===== src/rtl/dmem_arbiter_pkg.sv =====
//==============================================================================
// Module   : dmem_arbiter_pkg
// Brief    : Shared widths, port indices and response-tag type for the DMEM
//            arbiter and its round-robin core.
// Revision : 1.0
//==============================================================================
`default_nettype none

package dmem_arbiter_pkg;

    localparam int DEF_ADDR_WIDTH = 12;
    localparam int DEF_DATA_WIDTH = 32;
    localparam int DEF_CNT_WIDTH  = 16;

    localparam logic PORT_CPU = 1'b0;
    localparam logic PORT_DBG = 1'b1;

    // Outstanding read: which port gets next cycle's mem_rdata.
    typedef struct packed {
        logic valid;
        logic port;
    } rsp_tag_t;

endpackage : dmem_arbiter_pkg

`default_nettype wire


===== src/rtl/dmem_arbiter_rr_arb2.sv =====
//==============================================================================
// Module   : rr_arb2
// Brief    : Two-requester round-robin grant, purely combinational; on a tie
//            the requester that was not granted last wins.
// Revision : 1.0
//==============================================================================
`default_nettype none

module rr_arb2
    import dmem_arbiter_pkg::*;
(
    input  logic [1:0] req,
    input  logic       last,
    output logic [1:0] gnt
);

    logic w_tie;

    assign w_tie = req[PORT_CPU] & req[PORT_DBG];

    always_comb begin
        gnt = 2'b00;
        if (w_tie) begin
            if (last == PORT_DBG) begin
                gnt[PORT_CPU] = 1'b1;
            end else begin
                gnt[PORT_DBG] = 1'b1;
            end
        end else begin
            gnt = req;
        end
    end

endmodule : rr_arb2

`default_nettype wire


===== src/rtl/dmem_arbiter.sv =====
//==============================================================================
// Module   : dmem_arbiter
// Brief    : Shares the single-port DMEM between the CPU LSU (port 0) and the
//            debug/loader master (port 1); routes read data back by tag.
// Revision : 1.0
//==============================================================================
`default_nettype none

module dmem_arbiter
    import dmem_arbiter_pkg::*;
#(
    parameter  int ADDR_WIDTH = DEF_ADDR_WIDTH,
    parameter  int DATA_WIDTH = DEF_DATA_WIDTH,
    parameter  int CNT_WIDTH  = DEF_CNT_WIDTH,
    localparam int BE_W       = DATA_WIDTH / 8
) (
    input  logic                  sysclk,
    input  logic                  rst,

    input  logic                  m0_req,
    input  logic                  m0_we,
    input  logic [BE_W-1:0]       m0_be,
    input  logic [ADDR_WIDTH-1:0] m0_addr,
    input  logic [DATA_WIDTH-1:0] m0_wdata,
    output logic                  m0_gnt,
    output logic                  m0_rvalid,
    output logic [DATA_WIDTH-1:0] m0_rdata,

    input  logic                  m1_req,
    input  logic                  m1_we,
    input  logic [BE_W-1:0]       m1_be,
    input  logic [ADDR_WIDTH-1:0] m1_addr,
    input  logic [DATA_WIDTH-1:0] m1_wdata,
    output logic                  m1_gnt,
    output logic                  m1_rvalid,
    output logic [DATA_WIDTH-1:0] m1_rdata,

    output logic                  mem_en,
    output logic                  mem_we,
    output logic [BE_W-1:0]       mem_be,
    output logic [ADDR_WIDTH-1:0] mem_addr,
    output logic [DATA_WIDTH-1:0] mem_wdata,
    input  logic [DATA_WIDTH-1:0] mem_rdata,

    output logic [CNT_WIDTH-1:0]  conflict_cnt
);

    localparam logic [CNT_WIDTH-1:0] c_cnt_max = '1;

    logic [1:0]           w_req;
    logic [1:0]           w_gnt;
    logic                 w_xfer;
    logic                 w_conflict;
    logic                 w_rsp_live;

    logic                 r_last;
    rsp_tag_t             r_tag;
    logic [CNT_WIDTH-1:0] r_conflict_cnt;

    // Masking requests keeps every grant, and so every transfer, off during reset.
    assign w_req[PORT_CPU] = m0_req & ~rst;
    assign w_req[PORT_DBG] = m1_req & ~rst;

    rr_arb2 u_rr_arb2 (
        .req  (w_req),
        .last (r_last),
        .gnt  (w_gnt)
    );

    assign m0_gnt     = w_gnt[PORT_CPU];
    assign m1_gnt     = w_gnt[PORT_DBG];
    assign w_xfer     = |w_gnt;
    assign w_conflict = m0_req & m1_req;

    always_comb begin
        mem_en    = w_xfer;
        mem_we    = 1'b0;
        mem_be    = '0;
        mem_addr  = '0;
        mem_wdata = '0;
        if (w_gnt[PORT_CPU]) begin
            mem_we    = m0_we;
            mem_be    = m0_be;
            mem_addr  = m0_addr;
            mem_wdata = m0_wdata;
        end else if (w_gnt[PORT_DBG]) begin
            mem_we    = m1_we;
            mem_be    = m1_be;
            mem_addr  = m1_addr;
            mem_wdata = m1_wdata;
        end
    end

    always_ff @(posedge sysclk) begin
        if (rst) begin
            r_last         <= PORT_DBG;
            r_tag          <= '0;
            r_conflict_cnt <= '0;
        end else begin
            if (w_xfer) begin
                r_last <= w_gnt[PORT_DBG];
            end
            r_tag.valid <= w_xfer & ~mem_we;
            r_tag.port  <= w_gnt[PORT_DBG];
            if (w_conflict && (r_conflict_cnt != c_cnt_max)) begin
                r_conflict_cnt <= r_conflict_cnt + CNT_WIDTH'(1);
            end
        end
    end

    // A reset arriving while a read response is due drops that response.
    assign w_rsp_live = r_tag.valid & ~rst;

    assign m0_rvalid    = w_rsp_live & (r_tag.port == PORT_CPU);
    assign m1_rvalid    = w_rsp_live & (r_tag.port == PORT_DBG);
    assign m0_rdata     = m0_rvalid ? mem_rdata : '0;
    assign m1_rdata     = m1_rvalid ? mem_rdata : '0;
    assign conflict_cnt = r_conflict_cnt;

endmodule : dmem_arbiter

`default_nettype wire


===== config.mk =====
export PLATFORM = sky130hd
export DESIGN_NAME = dmem_arbiter
export DESIGN_NICKNAME = d
export VERILOG_FILES = /design/src/rtl/dmem_arbiter_pkg.sv /design/src/rtl/dmem_arbiter_rr_arb2.sv /design/src/rtl/dmem_arbiter.sv
export SDC_FILE = /design/constraint.sdc
export NUM_CORES = 1
export LEC_CHECK = 0
export ABC_AREA = 1
export CORE_AREA = 2 2 103 105
export CTS_BUF_LIST = sky130_fd_sc_hd__clkbuf_2 sky130_fd_sc_hd__clkbuf_4 sky130_fd_sc_hd__clkbuf_8
export CTS_CLUSTER_DIAMETER = 200
export DETAILED_ROUTE_END_ITERATION = 10
export DIE_AREA = 0 0 105 107
export PLACE_DENSITY_LB_ADDON = 0.05
export REMOVE_ABC_BUFFERS = 1
export SLEW_MARGIN = 20
export SYNTH_ARGS = -nofsm -noshare
export SYNTH_HDL_FRONTEND = slang
export SYNTH_SLANG_ARGS = --single-unit

===== constraint.sdc =====
create_clock -name sysclk -period 2.38 [get_ports sysclk]
set_input_delay 0.476 -clock sysclk [delete_from_list [all_inputs] [get_ports sysclk]]
set_output_delay 0.476 -clock sysclk [all_outputs]
set_load 0.01 [all_outputs]

==> results of run 1 <==
## metal layers
metal,vias up,share of wire [%]
li1,1676,-
met4,0,0.75
met1,1517,37
met3,8,10
met2,184,52
met5,-,0
## sequential cells by signal, summed over array words and instances, names as in the netlist
register      cells
r_tag             2
r_last            1
conflict_cnt     16
## tightest hold or removal path: stages, from the launching register on
cell and delay, ns:
dfxtp_1 0.31, inv_1 0.07, o211ai_1 0.08
## worst min path at each step
| stage | startpoint | endpoint | slack, ns |
|---|---|---|---|
| 2_1_floorplan | r_last$_SDFFE_PP1P_ | r_last$_SDFFE_PP1P_ | 0.47 |
| 3_3_place_gp | r_last$_SDFFE_PP1P_ | r_last$_SDFFE_PP1P_ | 0.48 |
| 3_5_place_dp | r_last$_SDFFE_PP1P_ | r_last$_SDFFE_PP1P_ | 0.51 |
| 4_1_cts | r_last$_SDFFE_PP1P_ | r_last$_SDFFE_PP1P_ | 0.52 |
| 5_1_grt | r_last$_SDFFE_PP1P_ | r_last$_SDFFE_PP1P_ | 0.56 |
| 6_report | r_last$_SDFFE_PP1P_ | r_last$_SDFFE_PP1P_ | 0.52 |
## through the flow
stage                     instance area [um2]  TNS (ns)  total power [uW]  hold WS [ns]
after floorplan                          1940         0               520         0.470
after global placement                   4990    -43.78               999         0.484
after detailed placement                 4990    -45.28              1000         0.511
after CTS                                5010         0              1210         0.524
after global routing                     5010         0              1270         0.560
final                                    5010         0              1190         0.515
## Yosys cell counts (all sizes together)
cell,n
nor2,111
inv,59
nand2,50
a22o,49
dfxtp,19
nand3,17
buf,13
a21oi,11
clkbuf,6
nand4,5
o21ai,4
nor3,2
and2,1
ha,1
o211ai,1
xor2,1
## cell families (layout without fill, tap and decap cells)
kind of cell	count (synthesis)	in the layout	synth area share (%)
buf+inv	78	352	16.1
simple gates	186	186	39.2
xor+xnor	1	1	0.427
flops	19	19	18.6
fa+ha+maj	1	1	0.610
compound gates	65	65	25.2
## what timing repair did
item / CTS / global route
pin swaps: 2 / 1
setup buffers: 1 / 2
gates resized for setup: 138 / 27
hold buffers: 0 / 0
cloned: 2 / 0
endpoints found under the hold margin: 0 / 0
setup endpoints to repair: 118 / 23
## power by group through the flow
stage	Clock [uW]	Combinational, uW	Sequential [uW]
after global placement	0	663	336
after global routing	258	678	330
after floorplan	0	184	337
after detailed placement	0	666	336
after CTS	239	642	329
final	232	631	329
## final cells by class
type / count / area (um2) / area share [%]
clock buffer: 3 / 41.3 / 0.824
clock inverter: 1 / 5.00 / 0.0999
inverter: 59 / 231 / 4.62
multi-input combinational: 253 / 1360 / 27.0
sequential: 19 / 380 / 7.59
tap: 136 / 170 / 3.40
timing repair buffer: 289 / 2830 / 56.4
==> summary.txt, run 1 <==
Area fraction of the dominant cell type after synthesis -> 20.9%
Worst Max-Slew Pin Slew -> 0.342 ns
P_int -> 828 uW
Switching Share -> 30.6%
GR Layer Usage met1 -> 23.2%
Via count -> 3385
CP Capture Point -> m0_rvalid
Crit path arrival time -> 1.81 ns
Hold path cells -> 2
Max rail drop VDD -> 0.000187 V
Num CTS Buffers -> 3
Clock Sinks -> 19
Vias in the first global route -> 3325
Synth unique cells -> 28
P per Cell Area -> 238 mW/mm2
CTS tree -> built
Initial antenna violation count -> 0
RePlAce Congestion -> 0.880
Root Buffer -> clkbuf_8
CP dominant cell by count -> buf_4
Top delay family on crit path -> buffers and inverters
Total Routing Usage GR -> 20.7%
Mapped Cells -> 350
Largest net degree at the start of global routing -> 33
Fillcell total -> 1075
Input/output buffers -> 267
Met3 global-route usage -> 7.48%
# diodes -> 0
Cell Rows -> 37
Clock buffer depth -> 2
Pre-CTS setup slack -> -0.468 ns
Die ar. -> 0.0112 mm2
Final HPWL DP -> 10600 um
Final Setup Violations -> 0
Logic pwr share -> 52.9%
DRT Pass-1 Iters -> 5
Max Cap Viol -> 0
Critical Path RT -> 1.90 ns
Core area -> 0.0101 mm2
Overflow after GRT -> 0
R2R Path Start -> conflict_cnt[1]$_SDFFE_PP0P_
Clock power frac -> 19.5%
Skew-Pair Late Insertion Delay -> 0.26 ns
Final hold violation count -> 0
Die height -> 107 um
WP depth -> 5
RSZ-0062 raised after global routing -> false
Fin crit period -> 2.29 ns
Most common cell after layout, fill and taps aside -> clkdlybuf4s50_1
Die X -> 105 um
Final core occ -> 49.7%
Reg2reg setup slack -> 0.74 ns
Fin cells -> 760
Static Leak -> 0.00273 uW
Worst Path Buf+Inv -> 4
Yosys warns -> 0
Worst Clk Skew -> 0.00368 ns
Reg2Reg Depth -> 8
Detail Route Antenna Nets -> 0
First-pass GRT wire length -> 18300 um
Syn Std Cell Area -> 0.00205 mm2
Worst Setup End Kind -> primary output
GRT Max-Usage Layer -> met2
Worst relative slew slack -> 77.2%
Vias per std cell -> 4.45
Share of layout cells above drive strength 1 -> 10.6%
Cell taking the most area after synthesis -> a22o_1
Initial drt markers -> 172
Ranking of synthesized cells by area -> a22o_1 21%, nor2_1 19%, dfxtp_1 19%, inv_1 9.7%, nand2_1 8.2%
Seq/Total Area, Yosys -> 18.6%
Crit path max fanout -> 6
Clock transition at path regs -> 0.07 ns
Mean Syn Cell Area -> 5.86 um2
Status -> finished clean
DR DRC count -> 0
Slowest CP cell -> clkdlybuf4s50_1
H-tree lvl count -> 1
Setup WS post-layout -> 0.0945 ns
Placed cell count -> 751
Max Clk Rate -> 0.438 GHz
Drt wl/cell -> 16.4 um
Hold WC Path Type -> reg2reg
Crit-path cells -> clkdlybuf4s15_2, buf_4, nor3_4, buf_4, clkdlybuf4s50_1
Nets -> 760
Final period utilization -> 96.0%
Io pins -> 268
Area Overhead vs Synth -> 145%
Most frequent cells in the layout -> 150 x clkdlybuf4s50_1, 104 x nor2_1, 93 x dlygate4sd2_1
Initial Util -> 20.3%
Crit Path Category -> in2out
Sequential power share -> 27.6%
Sw power -> 365 uW
Max-slew violations -> 0
Crit. Startpoint -> rst
Routed WL -> 12500 um
Crit path largest cell delay -> 0.59 ns
R2r endpoint -> conflict_cnt[10]$_SDFFE_PP0P_
GR Util met2 -> 38.8%
Number of synthesized register bits -> 19
Type of origin of the critical path -> primary input
(Power assumes the default switching activity.)
==> inputs of run 2 (changes only) <==
--- a/config.mk
+++ b/config.mk
@@ -11,6 +11,8 @@
 export CTS_CLUSTER_DIAMETER = 200
 export DETAILED_ROUTE_END_ITERATION = 10
 export DIE_AREA = 0 0 105 107
+export DONT_BUFFER_PORTS = 1
+export GPL_TIMING_DRIVEN = 0
 export PLACE_DENSITY_LB_ADDON = 0.05
 export REMOVE_ABC_BUFFERS = 1
 export SLEW_MARGIN = 20
==> summary.txt, run 2 (synthesis gave the netlist of run 1 again) <==
Status -> finished clean
P_int -> 520 uW (-37%)
Worst Max-Slew Pin Slew -> 0.500 ns (+0.158 ns)
Final core occ -> 21.5% (-28 points)
Largest net degree at the start of global routing -> 51 (+55%)
P per Cell Area -> 377 mW/mm2 (+58%)
Post-CTS Setup Bufs -> 0 (-1)
Max rail drop VDD -> 0.000197 V (+5.3%)
Root Buffer -> clkbuf_8
Routed WL -> 8960 um (-28%)
Overflow after GRT -> 0 (unchanged)
Max Clk Rate -> 0.471 GHz (+7.7%)
Reg2reg setup slack -> 0.61 ns (-0.13 ns)
Via count -> 2300 (-32%)
Most common cell after layout, fill and taps aside -> nor2_1
Fin crit period -> 2.12 ns (-0.163 ns)
Max-slew violations -> 0 (unchanged)
Die ar. -> 0.0112 mm2 (unchanged)
H-tree lvl count -> 1 (unchanged)
Skew-Pair Late Insertion Delay -> 0.26 ns (about the same)
Count of hold-fix buffers inserted at cts -> 0 (unchanged)
Nets -> 471 (-38%)
Switching Share -> 36.5% (+5.9 points)
Max Cap Viol -> 0 (unchanged)
Placed cell count -> 467 (-38%)
Detail Route Antenna Nets -> 0 (unchanged)
Post-route setup TNS -> 0 ns (unchanged)
Worst Clk Skew -> 0.00338 ns (-0.000300 ns)
R2R Path Start -> conflict_cnt[1]$_SDFFE_PP0P_
Area Overhead vs Synth -> 5.92%
Logic pwr share -> 28.3% (-25 points)
Share of layout cells above drive strength 1 -> 8.06% (-2.5 points)
Initial antenna violation count -> 1 (+1)
Worst relative slew slack -> 66.6% (-11 points)
Vias per std cell -> 4.87 (+9.4%)
Final HPWL DP -> 7610 um (-28%)
Die X -> 105 um (unchanged)
Total Routing Usage GR -> 14.3% (-6.5 points)
First-pass GRT wire length -> 11900 um (-35%)
R2r endpoint -> conflict_cnt[7]$_SDFFE_PP0P_
Worst Setup End Kind -> primary output
CP Capture Point -> m1_rdata[25]
Initial drt markers -> 97 (-44%)
Die height -> 107 um (unchanged)
Crit Path Category -> reg2out
Crit path max fanout -> 32 (+26)
Critical Path RT -> 1.90 ns (about the same)
Clock transition at path regs -> 0.08 ns (about the same)
DR DRC count -> 0 (unchanged)
Crit. Startpoint -> r_tag[1]$_SDFF_PP0_
Final Setup Violations -> 0 (unchanged)
Core area -> 0.0101 mm2 (unchanged)
Io pins -> 268 (unchanged)
Type of origin of the critical path -> flip-flop
Hold WC Path Type -> in2reg
Num CTS Buffers -> 3 (unchanged)
Fin cells -> 472 (-38%)
Cell Rows -> 37 (unchanged)
Clock Sinks -> 19 (unchanged)
Input/output buffers -> 0 (-100%)
Max reg flops -> 16 (unchanged)
RSZ-0062 raised after global routing -> false
Static Leak -> 0.00102 uW (-63%)
Initial Util -> 20.3% (unchanged)
Vias in the first global route -> 1945 (-42%)
Clock power frac -> 31.2% (+12 points)
DRT Pass-1 Iters -> 4 (-1)
Sw power -> 298 uW (-18%)
RePlAce Congestion -> 0.868 (-1.4%)
CTS tree -> built
Reg2Reg Depth -> 6 (-2)
Crit path arrival time -> 1.65 ns (-0.16 ns)
Most frequent cells in the layout -> 105 x nor2_1, 53 x inv_1, 49 x a22o_1
Final hold violation count -> 0 (unchanged)
Final period utilization -> 89.2% (-6.8 points)
Drt wl/cell -> 19.0 um (+16%)
Clock buffer depth -> 2 (unchanged)
Sequential power share -> 40.5% (+13 points)
run 2: cell count changes in the layout (fill, tap and decap cells not counted), sizes merged:
cell,previous run,this run
dlymetal6s2s,9,0
clkbuf,8,4
clkdlybuf4s50,150,0
diode,0,1
clkinv,2,0
clkdlybuf4s15,2,0
dlygate4sd2,93,0
buf,28,0
bufbuf,2,0
inv,58,59
run 2: through the flow:
step | total power (uW) | hold slack (ns) | setup slack, ns | area (um2)
after global routing | 874 | 0.251 | 0.110 | 2170
after detailed placement | 572 | 0.485 | 0.0741 | 2110
after CTS | 832 | 0.265 | 0.0102 | 2160
final | 818 | 0.270 | 0.258 | 2170
after floorplan | 520 | 0.470 | 0.479 | 1940
after global placement | 574 | 0.488 | 0.0696 | 2110
run 2: worst min-delay path by stage:
stage | from | slack, ns | cells past startpoint | end
2_1_floorplan | r_last$_SDFFE_PP1P_ | 0.47 | 2 | r_last$_SDFFE_PP1P_
4_1_cts | rst | 0.27 | 1 | conflict_cnt[12]$_SDFFE_PP0P_
5_1_grt | rst | 0.25 | 1 | conflict_cnt[12]$_SDFFE_PP0P_
3_5_place_dp | r_last$_SDFFE_PP1P_ | 0.49 | 2 | r_last$_SDFFE_PP1P_
6_report | rst | 0.27 | 1 | conflict_cnt[11]$_SDFFE_PP0P_
3_3_place_gp | r_last$_SDFFE_PP1P_ | 0.49 | 2 | r_last$_SDFFE_PP1P_
run 2: area by class of cell:
cell class | count | area (um2)
Fill cell | 1179 | 7920
Multi-Input combinational cell | 253 | 1340
Sequential cell | 19 | 380
Inverter | 59 | 229
Tap cell | 136 | 170
Clock buffer | 4 | 48.8
Antenna cell | 1 | 2.50
run 2: metal layers:
metal  track usage [%]  routed length [um]  share of wire, %
met1              16.7                3510                39
met2              23.1                4110                46
met3              5.78                 981                11
met4              6.00                 350               3.9
met5                 0                   0                 0
run 2: critical path, stage by stage, from the launching register on:
cell and delay (ns):
dfxtp_1 0.33, inv_1 0.07, nor3_2 0.35, inv_2 0.30, nor2_1 0.31
run 2: power groups by stage:
stage	Combinational [uW]	Sequential, uW	Clock [uW]
after floorplan	184	337	0
after global routing	252	332	290
after detailed placement	233	339	0
final	231	331	256
after global placement	235	339	0
after CTS	235	331	265
run 2: repair_timing:
action / CTS / global route
endpoints found under the setup margin: 0 / 7
resized for setup: 0 / 4
endpoints found under the hold margin: 0 / 0
